`config.mk`:
```
export PLATFORM = sky130hd
export DESIGN_NAME = col_output_ctrl
export DESIGN_NICKNAME = d
export VERILOG_FILES = /design/src/rtl/col_output_ctrl.sv
export SDC_FILE = /design/constraint.sdc
export NUM_CORES = 1
export LEC_CHECK = 0
export ABC_AREA = 1
export CAP_MARGIN = 40
export CORE_AREA = 2 2 216 218
export DETAILED_ROUTE_END_ITERATION = 10
export DIE_AREA = 0 0 218 220
export PLACE_DENSITY = 0.6
export REMOVE_ABC_BUFFERS = 1
export SKIP_LAST_GASP = 1
export SLEW_MARGIN = 0
export SYNTH_ARGS = -nofsm -noshare
export SYNTH_HDL_FRONTEND = slang
export SYNTH_SLANG_ARGS = --single-unit
```
`constraint.sdc`:
```
create_clock -name clk -period 5 [get_ports clk]
set_clock_uncertainty 0.05 [all_clocks]
set_input_delay 1 -clock clk [delete_from_list [all_inputs] [get_ports clk]]
set_output_delay 1 -clock clk [all_outputs]
set_load 0.03 [all_outputs]
```
`src/rtl/col_output_ctrl.sv`:
```
// Collects per-column array results into a row buffer and, once every column
// has landed, pushes the row as WPR packed words into a show-ahead FIFO.
module col_output_ctrl #(
  parameter int COLS  = 8,
  parameter int DW    = 8,
  parameter int OW    = 32,
  parameter int DEPTH = 8
) (
  input  logic          clk,
  input  logic          rst,
  input  logic [DW-1:0] in_r [0:COLS-1],
  input  logic          in_v [0:COLS-1],
  input  logic          rread,
  output logic [OW-1:0] out_r,
  output logic          rvalid
);

  localparam int PW  = $clog2(DEPTH);
  localparam int CW  = PW + 1;
  localparam int BPW = OW / DW;
  localparam int WPR = (COLS * DW) / OW;

  logic [DW-1:0] r_slot [0:COLS-1];
  logic [COLS-1:0] r_flag;
  logic [OW-1:0] r_mem [0:DEPTH-1];
  logic [PW-1:0] r_wr;
  logic [PW-1:0] r_rd;
  logic [CW-1:0] r_count;
  logic [OW-1:0] r_out;

  logic [DW-1:0] w_slot_nx [0:COLS-1];
  logic [COLS-1:0] w_flag_nx;
  logic [OW-1:0] w_word [0:WPR-1];
  logic          w_pend;
  logic          w_row_done;
  logic          w_pop;
  logic [CW:0]   w_free;
  logic          w_push;
  logic [CW-1:0] w_count_nx;
  logic [PW-1:0] w_rd_nx;
  logic [OW-1:0] w_head_nx;

  // A held row keeps every flag set, so "all flags set" at the start of a
  // cycle is exactly the pending condition; inputs are dropped while it holds.
  assign w_pend = &r_flag;

  always_comb begin
    w_slot_nx = r_slot;
    w_flag_nx = r_flag;
    if (!w_pend) begin
      for (int k = 0; k < COLS; k++) begin
        if (in_v[k]) begin
          w_slot_nx[k] = in_r[k];
          w_flag_nx[k] = 1'b1;
        end
      end
    end
  end

  always_comb begin
    for (int w = 0; w < WPR; w++) begin
      w_word[w] = '0;
      for (int b = 0; b < BPW; b++) begin
        w_word[w][b*DW +: DW] = w_slot_nx[w*BPW + b];
      end
    end
  end

  assign w_row_done = &w_flag_nx;
  assign w_pop      = rread && (r_count != '0);
  assign w_free     = (CW+1)'(DEPTH) - {1'b0, r_count} + (CW+1)'(w_pop);
  assign w_push     = w_row_done && (w_free >= (CW+1)'(WPR));
  assign w_count_nx = r_count + (w_push ? CW'(WPR) : '0) - CW'(w_pop);
  assign w_rd_nx    = r_rd + PW'(w_pop);

  // Register the next head so out_r is a clean flop; a freshly pushed word
  // may become the head on the same edge it is written.
  always_comb begin
    w_head_nx = r_out;
    if (w_count_nx != '0) begin
      w_head_nx = r_mem[w_rd_nx];
      if (w_push) begin
        for (int w = 0; w < WPR; w++) begin
          if (w_rd_nx == r_wr + PW'(w)) w_head_nx = w_word[w];
        end
      end
    end
  end

  always_ff @(posedge clk) begin
    r_slot <= w_slot_nx;
    if (w_push) begin
      for (int w = 0; w < WPR; w++) begin
        r_mem[r_wr + PW'(w)] <= w_word[w];
      end
    end
  end

  always_ff @(posedge clk) begin
    if (rst) begin
      r_flag  <= '0;
      r_wr    <= '0;
      r_rd    <= '0;
      r_count <= '0;
      r_out   <= '0;
    end else begin
      r_flag  <= w_push ? '0 : w_flag_nx;
      r_wr    <= w_push ? r_wr + PW'(WPR) : r_wr;
      r_rd    <= w_rd_nx;
      r_count <= w_count_nx;
      r_out   <= w_head_nx;
    end
  end

  assign out_r  = r_out;
  assign rvalid = (r_count != '0);

endmodule

```
==> results of run 1 <==
-- worst max-delay path, delay by kind of cell --
kind | cells | cell delay, ps
buffers and inverters | 7 | 1050
AND/OR/NAND/NOR | 8 | 760
AO/OA/AOI/OAI | 3 | 210
adder cells (fa/ha/maj) | 5 | 1330
-- metrics by stage --
| step | instances | hold slack [ps] |
|---|---|---|
| 6_report | 2404 | 425 |
| 2_1_floorplan | 1580 | 425 |
| 3_5_place_dp | 2332 | 418 |
| 4_1_cts | 2404 | 427 |
| 5_1_grt | 2404 | 460 |
| 3_3_place_gp | 2332 | 409 |
-- registers in the layout (all words and copies together), names as in the netlist --
register  cells
r_wr          2
r_rd          3
r_flag        8
r_count       4
r_mem       256
out_r        32
r_slot       64
-- synth_stat cells (2+ instances only) --
master      n
inv_1     114
nand2_1   600
ha_1       13
a21oi_4     2
dfxtp_1   113
buf_1      17
a21oi_2     4
nand3_1   197
o21ai_2    36
nor2_4      2
nor2_1     48
clkbuf_1   36
nand2_2     2
buf_6       9
edfxtp_1  256
o21ai_1     4
a21oi_1    68
buf_2      33
o21ai_0   112
-- power by group through the flow --
stage	combinational (mW)	sequential, mW	clock (mW)
CTS	4.33	3.67	2.92
global placement	4.23	3.73	0
global route	4.80	3.68	3.05
detailed placement	4.32	3.73	0
floorplan	2.73	3.85	0
finish	4.31	3.67	2.87
-- how the worst max path moves through the flow --
stage                           from        end  slack (ps)  cells past startpoint
after floorplan                rread   out_r[0]       -2600                     10
final                          rread   out_r[1]        1010                     23
after CTS                 r_count[2]   out_r[2]         930                     25
after global routing      r_count[2]   out_r[2]         580                     24
after global placement         rread  out_r[31]         470                     23
after detailed placement       rread  out_r[31]         440                     23
-- placed cells by master, fill, tap and decap left out, types with 3 or more instances in the layout --
cell type        synthesis  layout
inv_1                  114     114
buf_12                   0       3
buf_4                    0      35
nand2_2                  2       3
a21oi_1                 68      68
nor2_4                   2       6
clkdlybuf4s50_1          0     107
clkbuf_16                0      40
o21ai_0                112     112
ha_1                    13      11
bufinv_16                0       3
a21oi_2                  4       4
o21ai_1                  4       4
o21ai_2                 36      36
edfxtp_1               256     256
nor2_1                  48      44
nand2_1                600     599
clkbuf_1                36      16
dfxtp_1                113     113
clkbuf_8                 0       3
clkinv_1                 1       5
nand3_1                197     197
-- routing by layer --
metal	vias up	GRT usage (%)	routed length [um]
met3	61	3.05	2830
met1	5498	23.1	18000
met5	-	0	13
met4	2	4.94	925
li1	5763	-	-
met2	377	27.3	19000
-- logic make-up after synthesis --
family / synth area share (%)
AO/OA/AOI/OAI: 8.22
XOR/XNOR: 0.158
adder cells (fa/ha/maj): 1.15
buffers and inverters: 5.71
flip-flops: 62.7
AND/OR/NAND/NOR: 22.0
-- area by class of cell --
| type | count | area, um^2 | area share (%) |
|---|---|---|---|
| flip-flops and latches | 369 | 9950 | 52.7 |
| inverters | 116 | 438 | 2.32 |
| clock inverters | 13 | 171 | 0.909 |
| well taps | 607 | 759 | 4.03 |
| multi-input cells | 1095 | 5050 | 26.8 |
| clock buffers | 59 | 1100 | 5.84 |
| repair buffers | 145 | 1390 | 7.39 |
==> impl_metrics.yaml, run 1 <==
run_status:
  outcome: "completed"
yosys:
  yosysTopAreaCell: "edfxtp_1"
  yosys_warnings: 0
  seq_area_frac_synth_pct: 62.7
  syn_area_mm2: 0.0159
  synth_flop_cell: "edfxtp_1"
  synth-edff-count: 256
  syn_inst: 1676
  synth_top_area_share_pct: 48.5
  synthTopCellsByArea: "edfxtp_1 (48%), dfxtp_1 (14%), nand2_1 (14%)"
  synth_cell_types: 29
  async_reset_ff_share_pct: 0
  ys_seq_elements: 369
  syn_avg_cell_area_um2: 9.46
clock_network:
  clock-sinks: 369
  clockRootBuffer: "clkbuf_16"
  clockBufferDepth: 3
  cts_setup_buffers: 0
  clkLatencyLatePin_ps: 550
  cts_resized: 0
  cts.clk_slew.worst_paths_ps: 60
  h-tree-depth: 2
  cts-buffers-inserted: 39
  ctsHoldBuffers: 0
  cts_tree: "built"
worst_setup_path:
  path_cells: "clkdlybuf4s50_1, nand2_1, ha_1, inv_1, ha_1, inv_1, nand2_1, nor2_1, nand3_1, nand2_1, ha_1, inv_1, ha_1, inv_1, fa_1, nand2_1, nor2_1, nand2_2, inv_1, buf_12, a21oi_1, o21ai_1, a21oi_1"
  cp_max_fo: 26
  critical_path.startpoint_type: "primary input"
  r2r-start: "r_count[2]"
  required_ps: 5360
  cp_common_cell: "inv_1"
  critPathSlowestCell: "fa_1"
  r2r_end: "out_r[1]"
  cp-end-kind: "flip-flop"
  rr_worst_depth: 25
  critPathArrivalTime_ps: 4350
  crit_path_max_incr_delay_ps: 520
  path_class: "primary input to flip-flop"
  reg2reg_slack_ps: 1010
floorplanning:
  die_w_um: 218
  dieArea_mm2: 0.0480
  rows: 79
  core_mm2: 0.0459
  die_h_um: 220
  num_io_pins: 108
  start_util_pct: 34.6
placement:
  gp_congestion: 0.773
  place_area_mm2: 0.0176
  port_buffers: 107
  dp_hpwl_um: 24800
  place_ws_ps: 435
worst_hold_path:
  hold_path.class: "flip-flop to flip-flop"
  hold_depth: 2
  hold_path_end: "out_r[1]"
  worstHoldStart: "out_r[1]"
timing:
  worst_pin_slew_ps: 878
  fin_crit_sh_pct: 79.8
  rsz0062_at_grt: "no"
  timing.final.ws_setup_ps: 1010
  relSlewSlack_pct: 41.5
  hold_viol: 0
  max_freq_mhz: 251
  drv_slew: 0
  setup_tns_ps: 0
  period_minus_slack_ps: 3990
  setup_viol: 0
drt:
  num_vias: 11700
  routed_via_density: 4.87
  ant_nets: 0
  dr.pass1.iters: 5
  wirelength_um: 40800
  drc: 0
  drt_iter0_markers: 844
  wl_per_cell_um: 17.0
grt:
  grt_antenna_before_repair: 2
  grt_pass1_vias: 10900
  grt_pass1_wl_um: 62200
  grt_max_degree: 82
  track_usage_pct: 16.9
  grt.overflow.total: 0
power:
  p_comb_share_pct: 39.7
  p_leak_nw: 7.45
  pwr_density_cell_mw_per_mm2: 575
  design_power_total_mw: 10.8
  p_switching_mw: 4.22
  p_sw_share_pct: 38.9
  seqPwrFrac_pct: 33.8
  clockPowerShare_pct: 26.5
  peakVddDrop_mv: 0.460
  p_int_mw: 6.63
final_layout:
  final_cell_area_mm2: 0.0189
  final_util_pct: 41.1
  drive_above_1_share_pct: 8.29
  antennaDiodeCount: 0
  nFillCells: 4425
  areaGrowthSynthToFinish_pct: 19.0
  layout.nets: 1855
run:
  max-cap-violations: 0
Note: power is estimated with default switching activity, not from simulation.
==> inputs of run 2 (changes only) <==
- clock period: 5 -> 3.6 ns (I/O delays scaled with it)
==> run 2 against run 1 <==
Against the previous run: power increased by 47%; critical path type is now flip-flop to flip-flop; largest cell class unchanged; die area unchanged; critical path depth increased by 2; core utilization increased by 1.2 points; sequential share of layout area decreased by 1.5 points; wire length decreased by 0.29%; global-route usage increased by 0.15 points.
==> impl_metrics.yaml, run 2 (synthesis results as in run 1) <==
drt:
  routed_via_density: 4.82
  wirelength_um: 40600
  dr.pass1.iters: 5
  ant_nets: 0
  num_vias: 11700
  drc: 0
  wl_per_cell_um: 16.7
  drt_iter0_markers: 962
floorplanning:
  rows: 79
  num_io_pins: 108
  start_util_pct: 34.6
  die_h_um: 220
  core_mm2: 0.0459
  dieArea_mm2: 0.0480
  die_w_um: 218
timing:
  setup_viol: 0
  relSlewSlack_pct: 47.4
  holdWs_ps: 456
  period_minus_slack_ps: 3450
  setup_tns_ps: 0
  fin_crit_sh_pct: 95.8
  drv_slew: 0
  worst_pin_slew_ps: 781
  max_freq_mhz: 290
  hold_viol: 0
worst_setup_path:
  crit_end: "out_r[19]"
  path_class: "flip-flop to flip-flop"
  cp-end-kind: "flip-flop"
  cp_max_fo: 5
  r2r_end: "out_r[19]"
  required_ps: 4040
  critical_path.startpoint_type: "flip-flop"
  reg2reg_slack_ps: 150
  critPathArrivalTime_ps: 3890
  rr_worst_depth: 25
  r2r-start: "r_count[3]"
  setup.worst_path.start: "r_count[3]"
run_status:
  outcome: "completed"
clock_network:
  clock-sinks: 369
  h-tree-depth: 2
  clockBufferDepth: 3
  clkLatencyLatePin_ps: 560
  cts-buffers-inserted: 41
  ctsHoldBuffers: 0
  clockRootBuffer: "clkbuf_16"
  cts_tree: "built"
  cts.clk_slew.worst_paths_ps: 60
grt:
  track_usage_pct: 17.0
  grt_max_degree: 63
  grt_pass1_vias: 11300
  grt.overflow.total: 0
  grt_pass1_wl_um: 62800
  grt_antenna_before_repair: 0
final_layout:
  largest_register_ffs: 256
  final_cell_area_mm2: 0.0194
  layout_common_cells: "nand2_1 (596), edfxtp_1 (256), nand3_1 (195), o21ai_0 (112), dfxtp_1 (111)"
  layout.nets: 1883
  top_register: "r_mem"
  drive_above_1_share_pct: 11.8
  layout_commonest_cell: "nand2_1"
  final_util_pct: 42.4
  areaGrowthSynthToFinish_pct: 22.5
  antennaDiodeCount: 0
power:
  pwr_density_cell_mw_per_mm2: 820
  p_leak_nw: 7.69
  peakVddDrop_mv: 0.464
placement:
  gp_congestion: 0.790
  place_area_mm2: 0.0179
  port_buffers: 107
  dp_hpwl_um: 25200
worst_hold_path:
  hold_path.class: "flip-flop to flip-flop"
run:
  max-cap-violations: 0
## run 2: cell types whose count changed in the layout (fill, tap and decap cells not counted), sizes merged
cell,previous run,this run
bufinv,3,1
buf,38,63
inv,117,118
dlygate4sd2,0,1
clkinv,9,8
clkinvlp,0,2
clkdlybuf4s50,107,106
clkbuf,59,64
## run 2: timing repair
item,CTS,global route
cloned,0,1
resized for setup,2,36
pin swaps,0,14
setup endpoints to repair,11,32
buffers inserted,0,5
## run 2: worst max-delay path, stage by stage (launching register included)
cell and delay (ps):
dfxtp_2 340, inv_2 50, ha_4 150, nand3_4 90
nand2_4 60, ha_4 170, inv_4 60, ha_4 180
inv_2 50, nand2_2 50, nor2_4 120, nand3_2 80
nand2_2 100, ha_4 220, inv_4 60, ha_4 120
inv_2 30, fa_1 550, nand2_1 80, nor2_2 110
nand2_2 90, inv_2 100, buf_6 130, clkbuf_16 140
a21oi_1 40, a21oi_1 140
## run 2: layout make-up
class | instances | area [um^2]
fillers | 4442 | 26400
flip-flops and latches | 369 | 9950
multi-input cells | 1095 | 5180
repair buffers | 171 | 1760
clock buffers | 63 | 1220
well taps | 607 | 759
inverters | 116 | 443
clock inverters | 13 | 110
## run 2: worst min-delay path by stage
stage	from	to	slack [ps]	cells after the start
after floorplan	r_flag[0]	r_flag[0]	420	2
after global placement	out_r[0]	out_r[0]	460	2
after detailed placement	r_flag[1]	r_flag[1]	460	2
after CTS	out_r[0]	out_r[0]	470	2
after global routing	out_r[0]	out_r[0]	490	2
final	out_r[31]	out_r[31]	460	2
## run 2: through the flow
| step | instances | worst slack, ps | power [mW] |
|---|---|---|---|
| after global routing | 2434 | -46.3 | 17.0 |
| after global placement | 2352 | -583 | 11.4 |
| after floorplan | 1580 | -3930 | 9.00 |
| final | 2434 | 149 | 15.9 |
| after detailed placement | 2352 | -592 | 11.6 |
| after CTS | 2428 | 1.82 | 15.7 |
## run 2: where the power goes
part / internal (mW) / switching [mW]
clock: 2.42 / 1.66
combinational: 2.53 / 4.23
sequential: 4.88 / 0.210
total: 9.83 / 6.10
## run 2: routing by layer
layer	global-route usage [%]	routed length, um	share of wire (%)	vias up
li1	-	-	-	5819
met1	22.7	18000	44	5514
met2	28.1	19100	47	350
met3	3.62	2810	6.9	51
met4	4.42	702	1.7	0
met5	0	0	0	-
